<file path="src/rtl/xor_write_scheduler.sv">
// Write-request FIFO that drains up to two writes per cycle into the xor_memory write ports, oldest entry on port 1.
// Build option XWS_COALESCE_EN: a same-address head/next pair issues only the newer write and pops both.
module xor_write_scheduler #(
   parameter int ADDR_W = 10,
   parameter int DATA_W = 8,
   parameter int DEPTH  = 8
) (
   input  logic                     clk,
   input  logic                     rst,
   input  logic                     in_valid,
   output logic                     in_ready,
   input  logic [ADDR_W-1:0]        in_addr,
   input  logic [DATA_W-1:0]        in_data,
   input  logic                     mem_stall,
   output logic [ADDR_W-1:0]        wa1,
   output logic [DATA_W-1:0]        w1,
   output logic [ADDR_W-1:0]        wa2,
   output logic [DATA_W-1:0]        w2,
   output logic [3:0]               enW,
   output logic [$clog2(DEPTH):0]   count,
   output logic                     busy
);
   localparam int PW = $clog2(DEPTH);
   localparam int CW = PW + 1;
   localparam logic [CW-1:0] FULL = CW'(DEPTH);

   logic [ADDR_W-1:0] addr_mem [DEPTH];
   logic [DATA_W-1:0] data_mem [DEPTH];
   logic [PW-1:0]     rd_ptr, wr_ptr, nx_ptr;
   logic              push;
   logic [1:0]        pop;
   logic              iss1, iss2;
   logic [ADDR_W-1:0] head_addr, next_addr, p1_addr;
   logic [DATA_W-1:0] head_data, next_data, p1_data;

   assign in_ready  = !rst && (count < FULL);
   assign push      = in_valid && in_ready;
   assign nx_ptr    = rd_ptr + PW'(1);
   assign head_addr = addr_mem[rd_ptr];
   assign head_data = data_mem[rd_ptr];
   assign next_addr = addr_mem[nx_ptr];
   assign next_data = data_mem[nx_ptr];
   assign busy      = (count != '0) || (enW != 4'b0000);

   always_comb begin
      pop     = 2'd0;
      iss1    = 1'b0;
      iss2    = 1'b0;
      p1_addr = head_addr;
      p1_data = head_data;
      if (!mem_stall) begin
         if (count == CW'(1)) begin
            pop  = 2'd1;
            iss1 = 1'b1;
         end else if (count >= CW'(2)) begin
            if (head_addr != next_addr) begin
               pop  = 2'd2;
               iss1 = 1'b1;
               iss2 = 1'b1;
            end else begin
`ifdef XWS_COALESCE_EN
               // older write is dead: the newer one overwrites it anyway
               pop     = 2'd2;
               iss1    = 1'b1;
               p1_addr = next_addr;
               p1_data = next_data;
`else
               pop  = 2'd1;
               iss1 = 1'b1;
`endif
            end
         end
      end
   end

   always_ff @(posedge clk) begin
      if (push) begin
         addr_mem[wr_ptr] <= in_addr;
         data_mem[wr_ptr] <= in_data;
      end
   end

   always_ff @(posedge clk or posedge rst) begin
      if (rst) begin
         rd_ptr <= '0;
         wr_ptr <= '0;
         count  <= '0;
         wa1    <= '0;
         w1     <= '0;
         wa2    <= '0;
         w2     <= '0;
         enW    <= 4'b0000;
      end else begin
         if (push)
            wr_ptr <= wr_ptr + PW'(1);
         rd_ptr <= rd_ptr + PW'(pop);
         count  <= count + CW'(push) - CW'(pop);
         enW    <= {2'b00, iss2, iss1};
         // unused ports keep their last address/data
         if (iss1) begin
            wa1 <= p1_addr;
            w1  <= p1_data;
         end
         if (iss2) begin
            wa2 <= next_addr;
            w2  <= next_data;
         end
      end
   end
endmodule

</file>
<file path="config.mk">
export PLATFORM = sky130hd
export DESIGN_NAME = xor_write_scheduler
export DESIGN_NICKNAME = d
export VERILOG_FILES = /design/src/rtl/xor_write_scheduler.sv
export SDC_FILE = /design/constraint.sdc
export NUM_CORES = 1
export LEC_CHECK = 0
export BUFFER_PORTS_ARGS = -buffer_cell sky130_fd_sc_hd__buf_2
export CORE_MARGIN = 1
export CORE_UTILIZATION = 30
export CTS_BUF_LIST = sky130_fd_sc_hd__clkbuf_4 sky130_fd_sc_hd__clkbuf_8 sky130_fd_sc_hd__clkbuf_16
export DETAILED_ROUTE_END_ITERATION = 12
export GPL_ROUTABILITY_DRIVEN = 0
export PLACE_DENSITY = 0.42
export SLEW_MARGIN = 30
export SYNTH_ARGS = -nofsm -noshare
export SYNTH_HDL_FRONTEND = slang
export SYNTH_SLANG_ARGS = --single-unit
</file>
<file path="constraint.sdc">
create_clock -name clk -period 4.95 [get_ports clk]
set_input_delay 0.99 -clock clk [delete_from_list [all_inputs] [get_ports clk]]
set_output_delay 0.99 -clock clk [all_outputs]
set_load 0.05 [all_outputs]
</file>
# Yosys cells after proc, flatten, opt, wreduce, memory -nomap -nowiden
# Memories as Yosys holds them, arrays and structs flattened. A register that Yosys moved wholly into a read port is not among the register bits.
# Cells that the tools add are included.
[totals]
ff_bits = 32
ramBits = 144
output_inout_bits = 46
elab_cells = 36
memories = 2
[memory_table]
columns = ["memory", "depth", "word_bits", "rd", "rd_ports_with_merged_regs", "write_ports", "line", "rtl"]
rows = [
  ["addr_mem", 8, 10, 2, 0, 1, "27", "logic [ADDR_W-1:0] addr_mem [DEPTH];"],
  ["data_mem", 8, 8, 2, 2, 1, "28", "logic [DATA_W-1:0] data_mem [DEPTH];"],
]
[classes]
n_addsub = 5
magnitude_cmp = 2
n_eq_ne = 2
n_mux = 13
reduce_logical = 6
[ops]
columns = ["operator", "n"]
rows = [
  ["10-bit inequality test", 1],
  ["1-bit two-way mux", 9],
  ["2-bit two-way mux", 4],
  ["4-bit nonzero test", 2],
  ["3-bit by 1-bit adder with 3-bit output (second input constant)", 2],
  ["4-bit by 1-bit adder with 4-bit output", 1],
  ["4-bit by 1-bit == test with 1-bit output (second input constant)", 1],
  ["4-bit by 2-bit >= comparator with 1-bit output (second input constant)", 1],
  ["4-bit less-than comparator (second input constant)", 1],
  ["4-bit by 2-bit subtractor with 4-bit output", 1],
  ["3-bit by 2-bit adder with 3-bit output", 1],
  ["1-bit logical AND", 2],
  ["1-bit zero test", 1],
  ["1-bit logical OR", 1],
]

# Depth between registers and ports, before layout
# An unclocked memory read counts as a cell.
[logic_depth]
depth_word = 8
mapped_depth = 17
ltp_nobuf = 14

# Least setup slack after synthesis
# OpenSTA, ideal clock, no wires.
[synth_path]
kind = "input to register"
from = "in rst"
to = "mem addr_mem[0][0], enable pin"
arrival_ns = 3.508
required_ns = 4.534
path_slack_ns = 1.026
cell_stages = 5
n_path_buf = 1
path_cell_list = "nor2_1 > and2_1 > clkbuf_1 > nand2b_1 > nor3_1"
[synth_between]
elab_chain_cells = 5
[synth_lines]
columns = ["item", "line", "rtl"]
rows = [
  ["from (decl)", "9", "input logic rst,"],
  ["1-bit zero test (no source line)", "n/a", ""],
  ["1-bit logical AND", "36", "assign in_ready = !rst && (count < FULL);"],
  ["1-bit logical AND", "37", "assign push = in_valid && in_ready;"],
  ["1-bit two-way mux", "77", "if (push) begin"],
  ["1-bit two-way mux (not written as such)", "78", "addr_mem[wr_ptr] <= in_addr;"],
  ["to (decl)", "27", ""],
]
# No other way between the ends.

# Worst setup path after layout
[layout_path]
from = "reg rd_ptr[0]"
to = "reg count[2]"
[layout_between]
elab_chain_cells = 8
[layout_lines]
columns = ["item", "line", "rtl"]
rows = [
  ["from (decl)", "29", "logic [PW-1:0] rd_ptr, wr_ptr, nx_ptr;"],
  ["from (signal assigned)", "96", "rd_ptr <= rd_ptr + PW'(pop);"],
  ["3-bit by 1-bit adder with 3-bit output", "38", "assign nx_ptr = rd_ptr + PW'(1);"],
  ["memory 8 x 10 bit *", "n/a", ""],
  ["10-bit inequality test *", "56", "if (head_addr != next_addr) begin"],
  ["2-bit two-way mux *", "56", ""],
  ["2-bit two-way mux *", "55", "end else if (count >= CW'(2)) begin"],
  ["2-bit two-way mux *", "52", "if (count == CW'(1)) begin"],
  ["2-bit two-way mux *", "51", "if (!mem_stall) begin"],
  ["4-bit by 2-bit subtractor with 4-bit output *", "97", "count <= count + CW'(push) - CW'(pop);"],
  ["to (signal assigned)", "97", ""],
  ["to (decl)", "20", "output logic [$clog2(DEPTH):0] count,"],
]
# Mark *: on every way between the ends. The rest lies on a longest branch, timed or not.
# A chain may end at the register's enable or synchronous reset.

==> flow_summary_export.csv <==
group,metric,value,unit
floorplan,io-pin-count,68,
clock_tree,clockBufferDepth,2,
worst_setup_path,path_delay_family,"adder cells",
status,status,"finished, final reports clean",
sta,final-setup-viol-count,0,
floorplan,die-height,180.8,um
sta,hold_violations,0,
sta,worst_pin_slew,0.9099,ns
cells_and_area,final_util,34.94,%
placed_design,dp.final_hpwl,14160,um
grt,track_usage,14.54,%
flow_run,maxCapViolCount,0,
clock_tree,htree_levels,4,
sta,rsz0062_at_grt,"no",
clock_tree,cts_tree,"built",
worst_setup_path,regToRegStartpoint,"rd_ptr[0]",
worst_setup_path,path_cells,"ha_2 -> buf_4 -> mux2i_1 -> mux4_2 -> xnor2_1 -> or4_1 -> a22oi_2 -> nand2_1 -> a21boi_0 -> ha_1 -> inv_1 -> ha_1 -> inv_1 -> fa_1 -> xnor2_1",
detailed_routing,final_antenna_net_count,0,
detailed_routing,vias,5116,
synth,netlist_area,9593,sq um
cells_and_area,final_nets,638,
pwr,power_density,715.9,nW/um^2
synth,synthArstFlopShare,25.00,%
clock_tree,cts_sinks,192,
sta,relSlewSlack,39.19,%
sta,drv_slew,0,
sta,fin_tns_setup,0,ns
sta,min_period_over_period,90.22,%
worst_setup_path,critPathMaxFanout,16,
floorplan,coreArea,31470,sq um
worst_setup_path,r2r_cells,15,
placed_design,placed_area,10370,sq um
clock_tree,cts_setup_buffers,0,
placed_design,place_ws,0.4646,ns
sta,whs,0.5054,ns
worst_hold_path,min_to,"wa2[8]",
worst_setup_path,required,5.28,ns
detailed_routing,dr.pass1.iters,4,
worst_setup_path,crit_path_max_incr_delay,0.64,ns
worst_hold_path,min-delay-start,"wa2[8]",
synth,synth_commonest_cells,"144 x edfxtp_1, 66 x mux4_2, 48 x dfrtp_1",
detailed_routing,drc_errors,0,
clock_tree,clock_latency,0.44,ns
floorplan,fp-row-count,65,
synth,synth_top_area_share,45.08,%
worst_hold_path,holdCritPathClass,"reg2reg",
worst_setup_path,path_class,"reg2reg",
clock_tree,cts-root-buf,"clkbuf_16",
clock_tree,postCtsResizedCells,0,
clock_tree,cts.hold.buffers_added,0,
synth,synth_area_leaders,"edfxtp_1 45%, mux4_2 15%, dfrtp_1 13%",
sta,fin_skew,0.01727,ns
worst_setup_path,end_kind,"register",
worst_hold_path,hold_depth,1,
synth,syn_avg_cell_area,17.83,sq um
synth,yosysSeqAreaShare,57.60,%
floorplan,initial_core_util,30.48,%
synth,ys_ff_latch,192,
sta,fmax,223.9,MHz
sta,min_period,4.466,ns
pwr,irDropWorstVdd,446.6,uV
clock_tree,cts_made_buffers,17,
worst_setup_path,critPathSlowestCell,"ha_2",
synth,syn_inst,538,
grt,grt-ovfl-total,0,
floorplan,fp.dieArea,32700,sq um
worst_setup_path,start_kind,"register",
grt,grt_max_degree,56,
synth,synth_edf_count,144,
grt,antenna_found_initial,2,
worst_setup_path,cp_num_buf_inv,3,
clock_tree,clkTransAtPathRegs,0.08,ns
cells_and_area,syn2layout_area_growth,14.63,%
synth,yosysWarnings,0,
detailed_routing,wl,22570,um
detailed_routing,drt-initial-drc-count,307,
floorplan,die_x,180.8,um
grt,first_global_vias,5422,
cells_and_area,diodes,0,
synth,synth_flop_cell,"edfxtp_1",
synth,yosysUniqueCellTypes,37,
worst_setup_path,cp.arrival,4.80,ns
cells_and_area,layout-drive-gt1-share,38.51,%
synth,yosysMostFrequentCell,"edfxtp_1",
detailed_routing,wire_per_inst,22.13,um
synth,synth_top_area_cell,"edfxtp_1",
worst_setup_path,regToRegEndpoint,"count[2]",
cells_and_area,design_area,11000,sq um
sta,setup_slack,0.4839,ns
worst_setup_path,worst-r2r-setup-slack,0.48,ns
detailed_routing,viasPerCell,5.016,
pwr,p_leak,3.956,nW
grt,grt_pass1_wl,34490,um
placed_design,io_buffers,65,
-- power by group --
group          switching [mW]  leakage, nW  internal, mW  total [mW]
Sequential              0.165         1.85          2.01        2.17
Clock                   0.682        0.299         0.775        1.46
Combinational            2.33         1.81          1.91        4.24
-- routing by layer --
layer	part of all wire, %	GRT usage, %
met1	45	18.66
met2	50	24.43
met3	3.6	2.943
met4	1.4	4.991
met5	0.035	0
-- flip-flops by register name, indices dropped and copies added (netlist names) --
register	count
wa2	10
wr_ptr	3
wa1	10
data_mem	64
w1	8
addr_mem	80
w2	8
rd_ptr	3
enW	2
count	4
-- through the flow --
stage	power (mW)	cells
after floorplan	5.619	539
after global placement	6.486	988
after detailed placement	6.507	988
after CTS	7.992	1020
after global routing	8.332	1020
final	7.873	1020
-- area by class of cell --
class / count / area (sq um)
clock buffers: 17 / 425.4
clock inverters: 15 / 198.9
fillers: 2918 / 20480
inverters: 15 / 56.30
multi-input cells: 297 / 3830
flip-flops and latches: 192 / 5530
well taps: 402 / 503.0
repair buffers: 82 / 452.9
-- how the worst max path moves through the flow --
stage | slack, ns | cells after the start | endpoint | startpoint
floorplan | 1.03 | 5 | addr_mem[0][0] | rst
global placement | 0.55 | 15 | count[1] | rd_ptr[0]
detailed placement | 0.46 | 15 | count[2] | rd_ptr[0]
CTS | 0.43 | 15 | count[2] | rd_ptr[0]
global route | 0.12 | 15 | count[3] | rd_ptr[0]
finish | 0.48 | 15 | count[2] | rd_ptr[0]
-- cell families after synthesis --
group,Yosys count,share of synthesized area [%]
compound gates,33,2.022
xor+xnor,37,3.378
fa+ha+maj,11,1.591
buf+inv,50,3.274
flops,192,57.60
mux,163,29.63
other cells,1,0.03909
simple gates,51,2.465
-- cell usage in the layout (no fill, tap or decap), drive strengths merged, types with 17 or more instances in the layout --
cell,count
edfxtp,144
mux2,33
dfrtp,48
buf,82
mux2i,46
a21oi,20
nor2,29
inv,22
mux4,84
xor2,26
clkbuf,17
Note: power is estimated with default switching activity, not from simulation.
